### src/rtl/intxn_pkg.sv
// Purpose: shared types and constants for the multi-phase intersection controller.
// Contents: controller state enum, lamp bit offsets within a phase triple,
//           phase-index width, and a small max helper for width derivation.
package intxn_pkg;

  localparam int unsigned PHASE_W         = 2;
  localparam int unsigned LAMPS_PER_PHASE = 3;
  localparam int unsigned LAMP_RED        = 2;
  localparam int unsigned LAMP_YEL        = 1;
  localparam int unsigned LAMP_GRN        = 0;

  typedef enum logic [1:0] {
    ST_GREEN   = 2'd0,
    ST_YELLOW  = 2'd1,
    ST_ALL_RED = 2'd2
  } state_t;

  function automatic int unsigned max_u(input int unsigned a, input int unsigned b);
    return (a > b) ? a : b;
  endfunction

endpackage

### src/rtl/intxn_req_arbiter.sv
// Purpose: latches per-phase car requests and finds the next phase to serve,
//          searching round-robin from the phase after the active one.
// Ports:
//   clk, rst_n          clock, async active-low reset
//   i_car_req           per-phase car detect
//   i_active            currently granted phase
//   i_green             controller is in GREEN (own-phase requests are dropped)
//   i_grant             controller is leaving ALL_RED this cycle
//   o_pending           latched, not-yet-served requests (registered)
//   o_next_phase_c      next phase to serve, or i_active when none is pending
//   o_other_pending_c   some phase other than i_active is pending
module intxn_req_arbiter
  import intxn_pkg::*;
#(
  parameter int unsigned NUM_PHASES = 2
) (
  input  logic                  clk,
  input  logic                  rst_n,
  input  logic [NUM_PHASES-1:0] i_car_req,
  input  logic [PHASE_W-1:0]    i_active,
  input  logic                  i_green,
  input  logic                  i_grant,
  output logic [NUM_PHASES-1:0] o_pending,
  output logic [PHASE_W-1:0]    o_next_phase_c,
  output logic                  o_other_pending_c
);

  logic [NUM_PHASES-1:0]   r_pending;
  logic [NUM_PHASES-1:0]   w_active_oh;
  logic [NUM_PHASES-1:0]   w_set;
  logic [NUM_PHASES-1:0]   w_clr;
  logic [NUM_PHASES-1:0]   w_rot;
  logic [NUM_PHASES-1:0]   w_scan;
  logic [2*NUM_PHASES-1:0] w_dbl;
  logic                    w_found;
  logic [PHASE_W-1:0]      w_next;

  assign w_active_oh = NUM_PHASES'(1) << i_active;
  assign w_set       = i_car_req & ~(i_green ? w_active_oh : '0);

  // Rotate pending so bit k corresponds to phase (active+1+k) mod NUM_PHASES.
  assign w_dbl = {r_pending, r_pending} >> (32'(i_active) + 32'd1);
  assign w_rot = w_dbl[NUM_PHASES-1:0];

  // First set bit of the rotated vector is the round-robin winner.
  always_comb begin
    w_found = 1'b0;
    w_next  = i_active;
    w_scan  = w_rot;
    for (int unsigned k = 0; k < NUM_PHASES; k++) begin
      if (!w_found && w_scan[0]) begin
        w_found = 1'b1;
        w_next  = PHASE_W'((32'(i_active) + 32'd1 + k) % NUM_PHASES);
      end
      w_scan = w_scan >> 1;
    end
  end

  // Clear only fires as the winner enters GREEN, so it overrides a same-cycle set.
  assign w_clr = (i_grant && w_found) ? (NUM_PHASES'(1) << w_next) : '0;

  always_ff @(posedge clk or negedge rst_n) begin
    if (!rst_n) r_pending <= '0;
    else        r_pending <= (r_pending | w_set) & ~w_clr;
  end

  assign o_pending         = r_pending;
  assign o_next_phase_c    = w_next;
  assign o_other_pending_c = |(r_pending & ~w_active_oh);

endmodule

### src/rtl/multi_phase_intxn_ctrl.sv
// Purpose: multi-phase traffic intersection controller: GREEN/YELLOW/ALL_RED
//          sequencing with minimum green, gap-out extension and max-out, resting
//          in the current phase while no other phase is waiting.
// Ports:
//   clock         single rising-edge clock
//   reset_n       async active-low reset
//   car_req       per-phase car detect (debounced upstream)
//   lights_out    registered lamps, phase p: bit 3p+2 red, 3p+1 yellow, 3p green
//   active_phase  phase currently granted green or yellow
//   req_pending   latched, not-yet-served requests
module multi_phase_intxn_ctrl
  import intxn_pkg::*;
#(
  parameter int unsigned NUM_PHASES   = 2,
  parameter int unsigned MIN_GREEN    = 250_000_000,
  parameter int unsigned MAX_GREEN    = 1_000_000_000,
  parameter int unsigned GAP_TIME     = 100_000_000,
  parameter int unsigned YELLOW_TIME  = 150_000_000,
  parameter int unsigned ALL_RED_TIME = 50_000_000
) (
  input  logic                                clock,
  input  logic                                reset_n,
  input  logic [NUM_PHASES-1:0]               car_req,
  output logic [LAMPS_PER_PHASE*NUM_PHASES-1:0] lights_out,
  output logic [PHASE_W-1:0]                  active_phase,
  output logic [NUM_PHASES-1:0]               req_pending
);

  localparam int unsigned LW    = LAMPS_PER_PHASE * NUM_PHASES;
  localparam int unsigned MAX_T = max_u(max_u(max_u(MIN_GREEN, MAX_GREEN),
                                              max_u(GAP_TIME, YELLOW_TIME)), ALL_RED_TIME);
  localparam int unsigned TW    = (MAX_T > 1) ? $clog2(MAX_T) : 1;

  localparam logic [TW-1:0] MIN_M1 = TW'(MIN_GREEN - 1);
  localparam logic [TW-1:0] MAX_M1 = TW'(MAX_GREEN - 1);
  localparam logic [TW-1:0] GAP_M1 = TW'(GAP_TIME - 1);
  localparam logic [TW-1:0] YEL_M1 = TW'(YELLOW_TIME - 1);
  localparam logic [TW-1:0] AR_M1  = TW'(ALL_RED_TIME - 1);

  state_t                r_state;
  logic [PHASE_W-1:0]    r_active;
  logic [TW-1:0]         r_timer;
  logic [TW-1:0]         r_gap;
  logic [LW-1:0]         r_lights;

  logic [NUM_PHASES-1:0] w_active_oh;
  logic                  w_own_req;
  logic                  w_other_pending;
  logic                  w_grant;
  logic                  w_go_yellow;
  logic [TW-1:0]         w_gap_inc;
  logic [PHASE_W-1:0]    w_next_phase;

  // Lamp pattern for a given state and active phase: one lamp lit per phase.
  function automatic logic [LW-1:0] lamps(input state_t st, input logic [PHASE_W-1:0] ph);
    logic [LW-1:0] v;
    logic [2:0]    lamp;
    v = '0;
    for (int unsigned p = 0; p < NUM_PHASES; p++) begin
      lamp = 3'b1 << LAMP_RED;
      if (st != ST_ALL_RED && ph == PHASE_W'(p))
        lamp = (st == ST_YELLOW) ? (3'b1 << LAMP_YEL) : (3'b1 << LAMP_GRN);
      v = v | (LW'(lamp) << (LAMPS_PER_PHASE * p));
    end
    return v;
  endfunction

  intxn_req_arbiter #(
    .NUM_PHASES (NUM_PHASES)
  ) u_arb (
    .clk               (clock),
    .rst_n             (reset_n),
    .i_car_req         (car_req),
    .i_active          (r_active),
    .i_green           (r_state == ST_GREEN),
    .i_grant           (w_grant),
    .o_pending         (req_pending),
    .o_next_phase_c    (w_next_phase),
    .o_other_pending_c (w_other_pending)
  );

  assign w_active_oh = NUM_PHASES'(1) << r_active;
  assign w_own_req   = |(car_req & w_active_oh);
  assign w_gap_inc   = (r_gap == GAP_M1) ? r_gap : r_gap + 1'b1;
  assign w_grant     = (r_state == ST_ALL_RED) && (r_timer == AR_M1);
  assign w_go_yellow = (r_state == ST_GREEN) && (r_timer >= MIN_M1) && w_other_pending &&
                       ((r_gap == GAP_M1) || (r_timer == MAX_M1));

  // Controller FSM; timers restart on every state entry and lamps are
  // computed from the next state so lights_out never lags the state.
  always_ff @(posedge clock or negedge reset_n) begin
    if (!reset_n) begin
      r_state  <= ST_GREEN;
      r_active <= '0;
      r_timer  <= '0;
      r_gap    <= '0;
      r_lights <= lamps(ST_GREEN, '0);
    end else begin
      case (r_state)
        ST_GREEN: begin
          r_gap <= w_own_req ? '0 : w_gap_inc;
          if (w_go_yellow) begin
            r_state  <= ST_YELLOW;
            r_timer  <= '0;
            r_lights <= lamps(ST_YELLOW, r_active);
          end else if (r_timer != MAX_M1) begin
            r_timer <= r_timer + 1'b1;
          end
        end
        ST_YELLOW: begin
          r_gap <= w_gap_inc;
          if (r_timer == YEL_M1) begin
            r_state  <= ST_ALL_RED;
            r_timer  <= '0;
            r_lights <= lamps(ST_ALL_RED, r_active);
          end else begin
            r_timer <= r_timer + 1'b1;
          end
        end
        ST_ALL_RED: begin
          if (w_grant) begin
            // Gap restarts with the new green so extension is judged on that phase only.
            r_state  <= ST_GREEN;
            r_timer  <= '0;
            r_gap    <= '0;
            r_active <= w_next_phase;
            r_lights <= lamps(ST_GREEN, w_next_phase);
          end else begin
            r_timer <= r_timer + 1'b1;
            r_gap   <= w_gap_inc;
          end
        end
        default: begin
          r_state  <= ST_GREEN;
          r_timer  <= '0;
          r_gap    <= '0;
          r_lights <= lamps(ST_GREEN, r_active);
        end
      endcase
    end
  end

  assign lights_out   = r_lights;
  assign active_phase = r_active;

endmodule

### config.mk
export PLATFORM = sky130hd
export DESIGN_NAME = multi_phase_intxn_ctrl
export DESIGN_NICKNAME = d
export VERILOG_FILES = /design/src/rtl/intxn_pkg.sv /design/src/rtl/intxn_req_arbiter.sv /design/src/rtl/multi_phase_intxn_ctrl.sv
export SDC_FILE = /design/constraint.sdc
export NUM_CORES = 1
export LEC_CHECK = 0
export BUFFER_PORTS_ARGS = -buffer_cell sky130_fd_sc_hd__buf_2
export CAP_MARGIN = 20
export CORE_MARGIN = 10
export CORE_UTILIZATION = 45
export DETAILED_ROUTE_END_ITERATION = 16
export PLACE_DENSITY = 0.68
export SYNTH_ARGS = -nofsm -noshare
export SYNTH_HDL_FRONTEND = slang
export SYNTH_SLANG_ARGS = --single-unit
### constraint.sdc
create_clock -name clock -period 2.5 [get_ports clock]
set_input_delay 0 -clock clock [delete_from_list [all_inputs] [get_ports clock]]
set_output_delay 0 -clock clock [all_outputs]
set_load 0.1 [all_outputs]
==> metrics.md, run 1 <==
| Metric | Value |
|---|---|
| Num rows | 34 |
| Result of the run | finished, final reports clean |
| Power Density | 475 nW/um^2 |
| Clk buf depth | 2 |
| Area added between synthesis and finish | 14.4% |
| Post-route cell area | 4560 sq um |
| Post-route minimum period | around 2400 ps |
| Vert. Die Dim | 114 microns |
| Aggregate negative setup slack | 0 ps |
| Number of iterations in the first detailed-routing pass | 4 |
| Per-cell via count in the routed design | around 5.7 |
| Master of the slowest instance on the critical path | sky130_fd_sc_hd__dfrtp_1 |
| Input/output buffers | 13 |
| CTS buffer count | 9 |
| Post-synthesis instance area | around 4000 sq um |
| Fraction of layout instances using a drive strength above 1 | ~15% |
| Signal arrival time at the worst endpoint | ~2600 ps |
| Cell types occupying the most area after synthesis | sky130_fd_sc_hd__dfrtp_1 (44%), sky130_fd_sc_hd__xnor2_1 (6.6%), sky130_fd_sc_hd__nor2_1 (6.0%) |
| Post-detailed-routing wire length | roughly 9000 microns |
| Ratio of final minimum period to clock period | 95.4% |
| Slew headroom | between 60 and 70% |
| Async S/R FF share, synth | between 90% and 100% |
| Final hold violations | 0 |
| Portion of the post-synthesis area used by sequential elements | between 40 and 50% |
| Ordered list of cells on the worst path | nand4bb_1 > nor4_1 > nand4_1 > a21o_1 > a211oi_4 > buf_6 > mux2_1 |
| Synthesized area per cell | 9.11 sq um |
| Number of synthesis warnings | 0 |
| Most repeated cell in the gate-level netlist after synthesis | sky130_fd_sc_hd__dfrtp_1 |
| Data required, critical path | approximately 2700 ps |
| Most used flip-flop cell after synthesis | sky130_fd_sc_hd__dfrtp_1 |
| Register bit count reported by yosys | between 70 and 80 |
| Pin count of the biggest net entering global routing | 31 |
| Total of fill cells in the finished design | roughly 790 |
| NumNets Final | around 470 |
| Leakage power of the design | between 1.5 and 2 nW |
| Footprint of the flip-flops and latches | roughly 1800 sq um |
| Count of pins on the block boundary | 14 |
| Slew @ Worst Pin | 567 ps |
| Total routing resource utilization after global routing | between 10 and 15% |
| Via count of the first global-routing pass | 3256 |
| Total number of vias | between 3000 and 4000 |
| Post-detailed-placement cell area | 4270 sq um |
| Count of pins over their slew limit | 0 |
| Critical path's largest stage delay | 470 ps |
| Starting utilization of the core area | about 46% |
| Clock Tree Root | sky130_fd_sc_hd__clkbuf_8 |
| Number of instances in the synthesized netlist | 438 |
| Remaining antenna violation count | 0 |
| Post-route DRC violation count | 0 |
| Endpoint type of the worst setup path | flip-flop |
| Post-synth top cells | sky130_fd_sc_hd__dfrtp_1 (70), sky130_fd_sc_hd__nor2_1 (64), sky130_fd_sc_hd__xnor2_1 (30) |
| Post-placement setup slack | between 50 and 60 ps |
| Antenna cell count | 0 |
| Leftover overflow at the end of global routing | 0 |
| Total power | 2.17 mW |
| Die area | 13000 sq um |
| Number of antenna violations at the first check in global routing | 0 |
| Achievable clock frequency | ~0.42 GHz |
| CTS clock-pin slew for the worst setup and hold paths | about 80 ps |
| Post-synth EDFFs | 0 |
| Die Span X | 114 microns |
| RePlAce Congestion | around 0.86 |
| Clock Skews | 12.0 ps |
| Peak supply drop | between 0.2 and 0.3 mV |
| Area share of the largest cell type after synthesis | 43.9% |
| Global-route wire length before repair | roughly 15000 microns |
| Non-filler cells in the finished layout | 579 |
| Core ar. | between 8000 and 9000 sq um |
| Clock latency reported for the late side of the worst-skew pair | between 300 and 400 ps |
| Num Clock Sinks | 72 |
| Final-report setup violation count | 0 |
| Placed Instances | ~560 |
| Combined area of the multi-input logic cells | roughly 2100 sq um |
| Average wire length per cell after detail routing | roughly 15 microns |
| Worst Path Max Fanout | 8 |
| Post-synthesis cell type with the largest combined area | sky130_fd_sc_hd__dfrtp_1 |
| DP HPWL | roughly 6000 microns |
| Class of the worst hold path | input pin to asynchronous set/reset pin |
| Worst Slack Setup Final | around 120 ps |
| CTS tree | done |
| Synth unique cells | roughly 50 |
| Crit Path Class | flip-flop to flip-flop |
| Max-capacitance violation count | 0 |
| Syn_nets | between 400 and 500 |
| Critical Path Source Type | flip-flop |
| Initial DRC Count | roughly 270 |
| Count of H-tree levels built during CTS | 3 |
## cells in the final DEF, fill, tap and decap left out, types with 6 or more instances in the layout
cell type	synthesis	layout
sky130_fd_sc_hd__nand2_1	26	26
sky130_fd_sc_hd__buf_4	0	22
sky130_fd_sc_hd__or3_1	6	6
sky130_fd_sc_hd__nand4_1	19	19
sky130_fd_sc_hd__xnor2_1	30	30
sky130_fd_sc_hd__and3_1	7	7
sky130_fd_sc_hd__nand3_1	25	24
sky130_fd_sc_hd__xor2_1	23	23
sky130_fd_sc_hd__dfrtp_1	70	66
sky130_fd_sc_hd__o21ai_0	10	10
sky130_fd_sc_hd__nor2_1	64	64
sky130_fd_sc_hd__clkbuf_8	0	11
sky130_fd_sc_hd__inv_1	11	11
sky130_fd_sc_hd__a21oi_1	15	15
sky130_fd_sc_hd__and4_1	6	6
sky130_fd_sc_hd__nor4_1	10	9
sky130_fd_sc_hd__o21ai_1	6	6
sky130_fd_sc_hd__buf_2	5	13
sky130_fd_sc_hd__nor3_1	25	24
## stage by stage
step           utilization (%)  hold WS (ps)
3_5_place_dp              49.3          13.4
4_1_cts                   52.0           186
6_report                  52.6           167
5_1_grt                   52.6           221
2_1_floorplan                -          -296
3_3_place_gp              49.3          6.87
## sequential cells by signal (all words and copies together), names as in the netlist
register and cells:
active_phase 2, lights_out 6, r_gap 30, r_state 2, r_timer 30, u_arb.o_pending 2
## report_power, final
group	internal [mW]	total (mW)	switching, mW
Combinational	0.0131	0.0487	0.0357
Clock	0.512	0.949	0.437
Sequential	1.17	1.17	0.00345
## repair_timing
item                                   4_1_cts  5_1_grt
buffers inserted                             0        1
gates resized for setup                      0       10
hold buffers                                 3        0
endpoints found under the hold margin       23        0
setup endpoints to repair                    0       36
## final cells by class
| type | instances | area share, % |
|---|---|---|
| well taps | 108 | 2.96 |
| clock inverters | 5 | 1.21 |
| multi-input cells | 332 | 45.8 |
| flip-flops and latches | 72 | 39.6 |
| repair buffers | 40 | 6.20 |
| clock buffers | 11 | 3.32 |
| inverters | 11 | 0.905 |
## worst paths after layout
path                               start             to  slack [ps]  depth (start not counted)
max                          r_timer[14]  lights_out[4]         120                          7
max in group asynchronous        reset_n      r_gap[26]        1590                          3
min in group clock         lights_out[4]  lights_out[4]         490                          1
min                              reset_n    r_timer[28]         170                          2
max reg2reg                  r_timer[14]  lights_out[4]         120                          7
min reg2reg                lights_out[4]  lights_out[4]         490                          1
## layer usage
metal	vias up	share of wire, %	track usage, %
li1	1599	-	-
met1	1628	48	18.7
met2	65	47	21.7
met3	9	3.7	2.31
met4	0	1.3	5.51
met5	-	0	0
## kinds of logic after synthesis
family | count (synthesis) | share of synthesized area [%]
adders and majority gates | 2 | 0.627
AOI/OAI and AO/OA | 50 | 7.97
buffers and inverters | 34 | 3.36
xor gates and xnor gates | 53 | 11.6
and+or+nand+nor | 219 | 29.1
muxes | 8 | 2.10
DFF | 72 | 45.2
## worst max-delay path, delay by kind of cell, from the launching register on
family	cells	cell delay (ps)
AOI/OAI and AO/OA	2	560
buffers and inverters	1	170
DFF	1	470
muxes	1	310
and+or+nand+nor	3	740
Note: power is estimated with default switching activity, not from simulation.
==> inputs of run 2 (changes only) <==
CORE_UTILIZATION = 55   (was 45)
PLACE_DENSITY = 0.79   (was 0.68)
==> run 2 against run 1 <==
Effect of this change:
- setup slack lost 15 ps
- clock power grew 9%
- clock-buffer cell count is the same
- routed wire length shrank 1.3%
- core utilization grew 13 points
- global-route usage grew 2.2 points
- critical path type unchanged
- critical endpoint unchanged
- largest power group unchanged
==> metrics.md, run 2 (synthesized netlist as in run 1, its figures left out) <==
| Metric | Value |
|---|---|
| Result of the run | finished, final reports clean |
| Critical Path Source Type | flip-flop |
| Clk buf depth | 2 |
| Die area | 11100 sq um |
| CTS buffer count | 9 |
| Post-route minimum period | about 2400 ps |
| Remaining antenna violation count | 0 |
| Commonest non-fill, non-tap cell in the layout | sky130_fd_sc_hd__dfrtp_1 |
| Data required, critical path | between 2000 and 3000 ps |
| Global route hottest layer | met2 |
| Vert. Die Dim | approximately 110 microns |
| Final-report setup violation count | 0 |
| Post-Route Hold Slack | around 230 ps |
| Clock Tree Root | sky130_fd_sc_hd__clkbuf_8 |
| Area added between synthesis and finish | 14.3% |
| RePlAce Congestion | just under 0.9 |
| Total routing resource utilization after global routing | 16.1% |
| Global-route wire length before repair | approximately 15000 microns |
| Die Span X | 105 microns |
| Fraction of layout instances using a drive strength above 1 | 15.0% |
| Achievable clock frequency | 0.417 GHz |
| Initial DRC Count | 241 |
| Starting utilization of the core area | about 58% |
| Max-capacitance violation count | 0 |
| Total number of vias | 3271 |
| Antenna cell count | 0 |
| Global-route track usage on met1 | between 20% and 30% |
| Per-cell via count in the routed design | between 5 and 6 |
| Slew @ Worst Pin | 494 ps |
| Ratio of final minimum period to clock period | 96.0% |
| Core ar. | roughly 6900 sq um |
| Commonest cells after routing, fill and taps aside | sky130_fd_sc_hd__dfrtp_1 (66), sky130_fd_sc_hd__nor2_1 (64), sky130_fd_sc_hd__xnor2_1 (30) |
| Pin count of the biggest net entering global routing | 40 |
| Met3 global-route usage | a little under 5% |
| Count of pins over their slew limit | 0 |
| Num Clock Sinks | just over 70 |
| Clock latency reported for the late side of the worst-skew pair | 360 ps |
| Power Density | approximately 490 nW/um^2 |
| Leftover overflow at the end of global routing | 0 |
| Final hold violations | 0 |
| Crit Path Class | flip-flop to flip-flop |
| Count of pins on the block boundary | 14 |
| Post-route DRC violation count | 0 |
| Count of H-tree levels built during CTS | 3 |
| Worst Slack Setup Final | between 100 and 150 ps |
| Met2 routing resource usage after global routing | between 20% and 30% |
| Signal arrival time at the worst endpoint | 2640 ps |
| NumNets Final | about 470 |
| Number of antenna violations at the first check in global routing | 0 |
| Slew headroom | between 60% and 70% |
| Post-placement setup slack | 76.2 ps |
| Class of the worst hold path | input pin to asynchronous set/reset pin |
| Number of iterations in the first detailed-routing pass | 4 |
| Input/output buffers | 13 |
| Num rows | 30 |
| Worst Path Max Fanout | 5 |
| DP HPWL | roughly 6000 microns |
| CTS tree | done |
| Peak supply drop | 0.327 mV |
| CTS clock-pin slew for the worst setup and hold paths | ~80 ps |
| Clock Skews | about 14 ps |
| Endpoint type of the worst setup path | flip-flop |
| Leakage power of the design | 1.88 nW |
| Via count of the first global-routing pass | approximately 3200 |
| Average wire length per cell after detail routing | between 15 and 20 microns |
| Post-detailed-routing wire length | slightly below 9000 microns |
-- run 2: cell count changes in the layout (fill, tap and decap cells not counted), sizes merged --
cell	change
bufinv	+1
buf	+2
clkinvlp	-1
-- run 2: where the power goes --
| group | leakage (nW) | internal, mW | total, mW | switching (mW) |
|---|---|---|---|---|
| Sequential | 0.971 | 1.17 | 1.17 | 0.00338 |
| Combinational | 0.798 | 0.0131 | 0.0486 | 0.0355 |
| Clock | 0.110 | 0.589 | 1.03 | 0.441 |
-- run 2: final timing paths --
path | from | to | slack [ps] | cells after the start
min in group clock | car_req[1] | u_arb.o_pending[1] | 460 | 4
max in group asynchronous | reset_n | r_gap[14] | 1890 | 3
worst min register to register | lights_out[2] | lights_out[2] | 520 | 2
worst min-delay path | reset_n | r_timer[23] | 230 | 3
worst max-delay path | r_timer[0] | lights_out[4] | 100 | 8
worst max register to register | r_timer[0] | lights_out[4] | 100 | 8
-- run 2: area by class of cell --
class	instances	area, sq um
clock buffers	11	141
clock inverters	5	81.3
fillers	569	2350
inverters	11	41.3
multi-input cells	332	2080
flip-flops and latches	72	1810
well taps	96	120
repair buffers	42	290
-- run 2: timing repair --
item                       CTS  global route
buffers inserted             0             4
hold buffers                 3             0
gates resized for setup      0             7
hold endpoints to repair    74             0
setup endpoints to repair    0            36
-- run 2: worst max-delay path: stages, from the launching register on --
cell	delay, ps
sky130_fd_sc_hd__dfrtp_1	420
sky130_fd_sc_hd__ha_2	230
sky130_fd_sc_hd__nand3_1	180
sky130_fd_sc_hd__nor4b_4	370
sky130_fd_sc_hd__and4_1	280
sky130_fd_sc_hd__nor3_1	80
sky130_fd_sc_hd__a211oi_4	230
sky130_fd_sc_hd__buf_4	180
sky130_fd_sc_hd__mux2_1	320
-- run 2: per-stage QoR --
stage	utilization, %	area [sq um]	TNS (ps)	cells	total power [mW]
after global placement	61.6	4250	0	546	1.24
after detailed placement	61.6	4250	0	546	1.24
after floorplan	-	3990	0	438	1.21
final	66.0	4560	0	569	2.25
after CTS	65.2	4500	0	565	2.27
after global routing	66.0	4560	-30.0	569	2.33
-- run 2: routing by layer --
layer	vias to the layer above	part of all wire [%]
li1	1606	-
met1	1580	48
met2	70	45
met3	15	5.1
met4	0	1.6
met5	-	0
